===== config.mk =====
export PLATFORM = sky130hd
export DESIGN_NAME = pipeline_stage_channel
export DESIGN_NICKNAME = d
export VERILOG_FILES = /design/src/rtl/pipeline_stage_channel.sv
export SDC_FILE = /design/constraint.sdc
export NUM_CORES = 1
export LEC_CHECK = 0
export ABC_AREA = 1
export CAP_MARGIN = 20
export CORE_MARGIN = 10
export CORE_UTILIZATION = 52
export DETAILED_ROUTE_END_ITERATION = 8
export PLACE_DENSITY = 0.85
export SLEW_MARGIN = 20
export SYNTH_ARGS = -nofsm -noshare
export SYNTH_HDL_FRONTEND = slang
export SYNTH_SLANG_ARGS = --single-unit

===== constraint.sdc =====
create_clock -name clk -period 6.5 [get_ports clk]
set_input_delay 0.65 -clock clk [delete_from_list [all_inputs] [get_ports clk]]
set_output_delay 0.65 -clock clk [all_outputs]
set_load 0.03 [all_outputs]

===== src/rtl/pipeline_stage_channel.sv =====
// pipeline_stage_channel: elastic {ctrl,data} FIFO link between pipeline stages; axis_s_* in, axis_m_*/ctrl_data_o out, level/almost_full status, flush squashes all entries
module pipeline_stage_channel #(
  parameter int DATA_WIDTH  = 32,
  parameter int CTRL_WIDTH  = 16,
  parameter int DEPTH       = 2,
  parameter int AFULL_LEVEL = DEPTH - 1
) (
  input  logic                         clk,
  input  logic                         rst,
  input  logic                         flush,
  input  logic                         axis_s_data_tvalid,
  output logic                         axis_s_data_tready,
  input  logic [DATA_WIDTH-1:0]        axis_s_data_tdata,
  input  logic [CTRL_WIDTH-1:0]        ctrl_data_i,
  output logic                         axis_m_data_tvalid,
  input  logic                         axis_m_data_tready,
  output logic [DATA_WIDTH-1:0]        axis_m_data_tdata,
  output logic [CTRL_WIDTH-1:0]        ctrl_data_o,
  output logic [$clog2(DEPTH+1)-1:0]   level,
  output logic                         almost_full
);
  localparam int PW = DEPTH > 1 ? $clog2(DEPTH) : 1;
  localparam int LW = $clog2(DEPTH + 1);
  logic [DATA_WIDTH+CTRL_WIDTH-1:0] mem_q [DEPTH];
  logic [PW-1:0] wr_q, wr_d, rd_q, rd_d;
  logic [LW-1:0] cnt_q, cnt_d;
  logic af_q, push, pop;
  assign axis_s_data_tready = !rst && cnt_q != LW'(DEPTH);
  assign axis_m_data_tvalid = cnt_q != '0;
  assign push = axis_s_data_tvalid && axis_s_data_tready;
  assign pop = axis_m_data_tvalid && axis_m_data_tready;
  assign {ctrl_data_o, axis_m_data_tdata} = axis_m_data_tvalid ? mem_q[rd_q] : '0;
  assign level = cnt_q;
  assign almost_full = af_q;
  always_comb begin
    wr_d = !push ? wr_q : wr_q == PW'(DEPTH - 1) ? '0 : wr_q + 1'b1;
    rd_d = !pop ? rd_q : rd_q == PW'(DEPTH - 1) ? '0 : rd_q + 1'b1;
    cnt_d = cnt_q + LW'(push) - LW'(pop);
  end
  always_ff @(posedge clk) begin
    if (rst || flush) begin
      wr_q <= '0;
      rd_q <= '0;
      cnt_q <= '0;
      af_q <= 1'b0;
    end else begin
      wr_q <= wr_d;
      rd_q <= rd_d;
      cnt_q <= cnt_d;
      af_q <= cnt_d >= LW'(AFULL_LEVEL);
    end
  end
  always_ff @(posedge clk)
    if (push && !flush) mem_q[wr_q] <= {ctrl_data_i, axis_s_data_tdata};
endmodule

==> parameters.txt <==
Parameter                              Value

Outcome
  Outcome    finished clean

Setup path
  Highest-delay cell along the critical path    dfxtp_2
  Buf/Inv on CP    2
  Stages on worst setup path    4
  Sequence of cells on the critical path    inv_2 > nand2_1 > a21oi_1 > clkdlybuf4s50_1
  Category of cells accounting for the largest share of critical-path delay    buffers and inverters
  Critical path required time    5850 ps
  Worst Path Class, Setup    reg2out
  Largest stage delay on the critical path    960 ps
  Length in cells of the worst reg-to-reg path    12
  Critical Path Start Type    flop
  Data arrival, critical path    2860 ps
  Worst Path Max Fanout    49
  Kind of end point of the critical path    primary output

Synthesis
  Fraction of synthesized cell area taken by the top area cell type    73.2%
  Syn nets    357
  Yosys warning count    0
  Synth top area cells    edfxtp_1 73%, nand2_1 10%, a21oi_1 5.1%
  Post-Syn Instances    302
  Cell accounting for the most synthesized area    edfxtp_1
  Proportion of synthesized chip area in sequential cells    76.3%
  Seq cells post-synth    102
  Netlist Area Pre-Place    0.00394 mm²
  Post-synthesis area per instance    13.0 µm²
  Distinct cell type count after synthesis    17

Route
  Post-Route WL    8990 µm
  Antenna Nets Post-Route    0
  Initial DRC Count    122
  Detailed-route via count    2605
  Routed wire per std cell    17.6 µm
  Post-detailed-route DRC marker count    0
  1st-pass router iterations    5
  Mean number of vias per cell    5.10

STA
  Final-report hold violation count    0
  Worst slew slack as a fraction of its limit    37.5%
  Timing-limited maximum frequency    285 MHz
  Number of pins exceeding their max-slew limit in the final report    0
  Final setup viols    0
  Time the final worst path needs with I/O delays and setup    3510 ps
  Slew at the pin with the worst max-slew slack    938 ps
  Total negative slack for setup checks    0 ps
  Unrepaired setup endpoints after global routing    no
  Post-Route Hold Slack    510 ps
  Max Clock Skew    8.37 ps
  Final period util    54.0%

Clock network
  Post CTS Setup Buffer Count    0
  CTS tree    yes
  Hold-fix buffers at CTS    0
  Count of H-tree levels built during CTS    3
  Clock sink count    102
  Clock-pin transition on the worst setup and hold timing paths    90 ps
  Maximum clock insertion buffer count    2
  Num CTS Buffers    9
  Count of instances resized after the clock tree is built    0
  Latest clock arrival within the worst-skew pair    350 ps
  Clock Root Buffer    clkbuf_8

Placed design
  Last weighted congestion value of the routability-driven placer    0.721
  Post-DP HPWL    5920 µm
  Count of buffers from port buffering    105

Die
  Top Ports    106
  Standard-cell rows    31
  DIE AREA    0.0115 mm²
  CORE AREA    0.00729 mm²
  Die width    107 µm
  Initial core utilization    54.0%
  Die height    107 µm

Global route
  Initial antenna violation count    0
  Number of global-route vias before repair    2758
  First-pass GRT wire length    14000 µm
  Maximum number of pins on one net before global-route repair    50
  Combined global-route utilization of all metal layers    15.4%
  Grt total ovfl    0

Layout
  Fraction of the core area covered by cells at the end of the flow    72.7%
  Area growth, synth to finish    34.6%
  # fillers    509
  Commonest non-fill, non-tap cell in the layout    nand2_1
  Antenna diode count    0
  Fraction of layout instances using a drive strength above 1    8.01%
  Commonest non-fill, non-tap cells in the layout    109 x nand2_1, 105 x clkdlybuf4s50_1, 96 x edfxtp_1, 40 x a21oi_1, 12 x inv_1
  Layout Nets    462

Worst hold path
  Min-Delay Path Class    reg2reg
  Number of cells on the worst hold path    2

Pwr
  VDD IR max    0.000120 V
  Pleak    1.86 nW
  Net switching power figure    0.282 mW
  Total power per unit cell area    244 mW/mm²
  Final total power    1.29 mW
  Design internal power    1.01 mW
  Combinational power share    10.3%
  Switching part of the total power    21.8%
  Part of the total power dissipated in the clock network    32.7%
  Relative contribution of sequential cells to total power    57.0%

Job
  Total of max-cap violations    0
==> tightest hold or removal path, cell delays in order (launching register included) <==
cell,delay [ps]
dfxtp_1,340
nor2_1,60
nor2_1,80
==> final timing paths <==
check             startpoint                    end  slack, ps
hold reg to reg         rd_q                   flop        510
hold / removal          rd_q                   flop        510
setup / recovery        flop  axis_m_data_tdata[25]       2990
setup reg to reg    level[1]            almost_full       4460
==> layout make-up <==
type                       count  area, µm²  area share (%)
sequential                   102       3000            56.7
timing repair buffer         109       1120            21.2
multi-input combinational    172        787            14.9
clock buffer                  10        128            2.41
tap                           99        124            2.34
clock inverter                 6       86.3            1.63
inverter                      13       48.8           0.921
==> cells in the mapped netlist <==
library cell / instances
buf_6: 4
nand2_1: 109
edfxtp_1: 96
ha_1: 2
nand3_1: 2
buf_2: 7
nor3_1: 1
nor2_1: 6
dfxtp_1: 6
inv_2: 1
a21oi_1: 40
inv_1: 12
nor2_4: 1
nor2_2: 1
a21oi_2: 9
nand4_1: 1
buf_4: 4
==> per-layer routing <==
metal  vias up  global-route usage (%)  part of all wire, %
met4         0                    5.22                  1.3
met3        12                    4.49                  7.8
met5         -                       0                    0
met2        99                    25.6                   50
li1       1254                       -                    -
met1      1240                    18.7                   41
==> sequential cells by signal (all words and copies together) (netlist names), named ones only <==
name and flops:
almost_full 1, wr_q 1, mem_q 96, level 2, rd_q 1
==> power by group through the flow <==
stage	sequential [mW]	clock (mW)	combinational [mW]
floorplan	0.752	0	0.0586
global placement	0.751	0	0.124
CTS	0.737	0.429	0.135
global route	0.738	0.450	0.142
detailed placement	0.752	0	0.134
finish	0.737	0.423	0.133
==> through the flow <==
stage	area [µm²]	setup slack (ps)	std cells
2_1_floorplan	3940	1840	302
3_3_place_gp	5030	3340	493
3_5_place_dp	5080	3330	495
4_1_cts	5300	2930	511
5_1_grt	5300	2720	511
6_report	5300	2990	511
==> logic make-up (layout without fill, tap and decap cells) <==
| group | Yosys count | after routing | share of synthesized area, % |
|---|---|---|---|
| adder cells (fa/ha/maj) | 2 | 2 | 0.636 |
| flip-flops | 102 | 102 | 76.3 |
| buffers and inverters | 28 | 138 | 4.04 |
| AO/OA/AOI/OAI | 49 | 49 | 7.09 |
| AND/OR/NAND/NOR | 121 | 121 | 12.0 |
(Power assumes the default switching activity.)
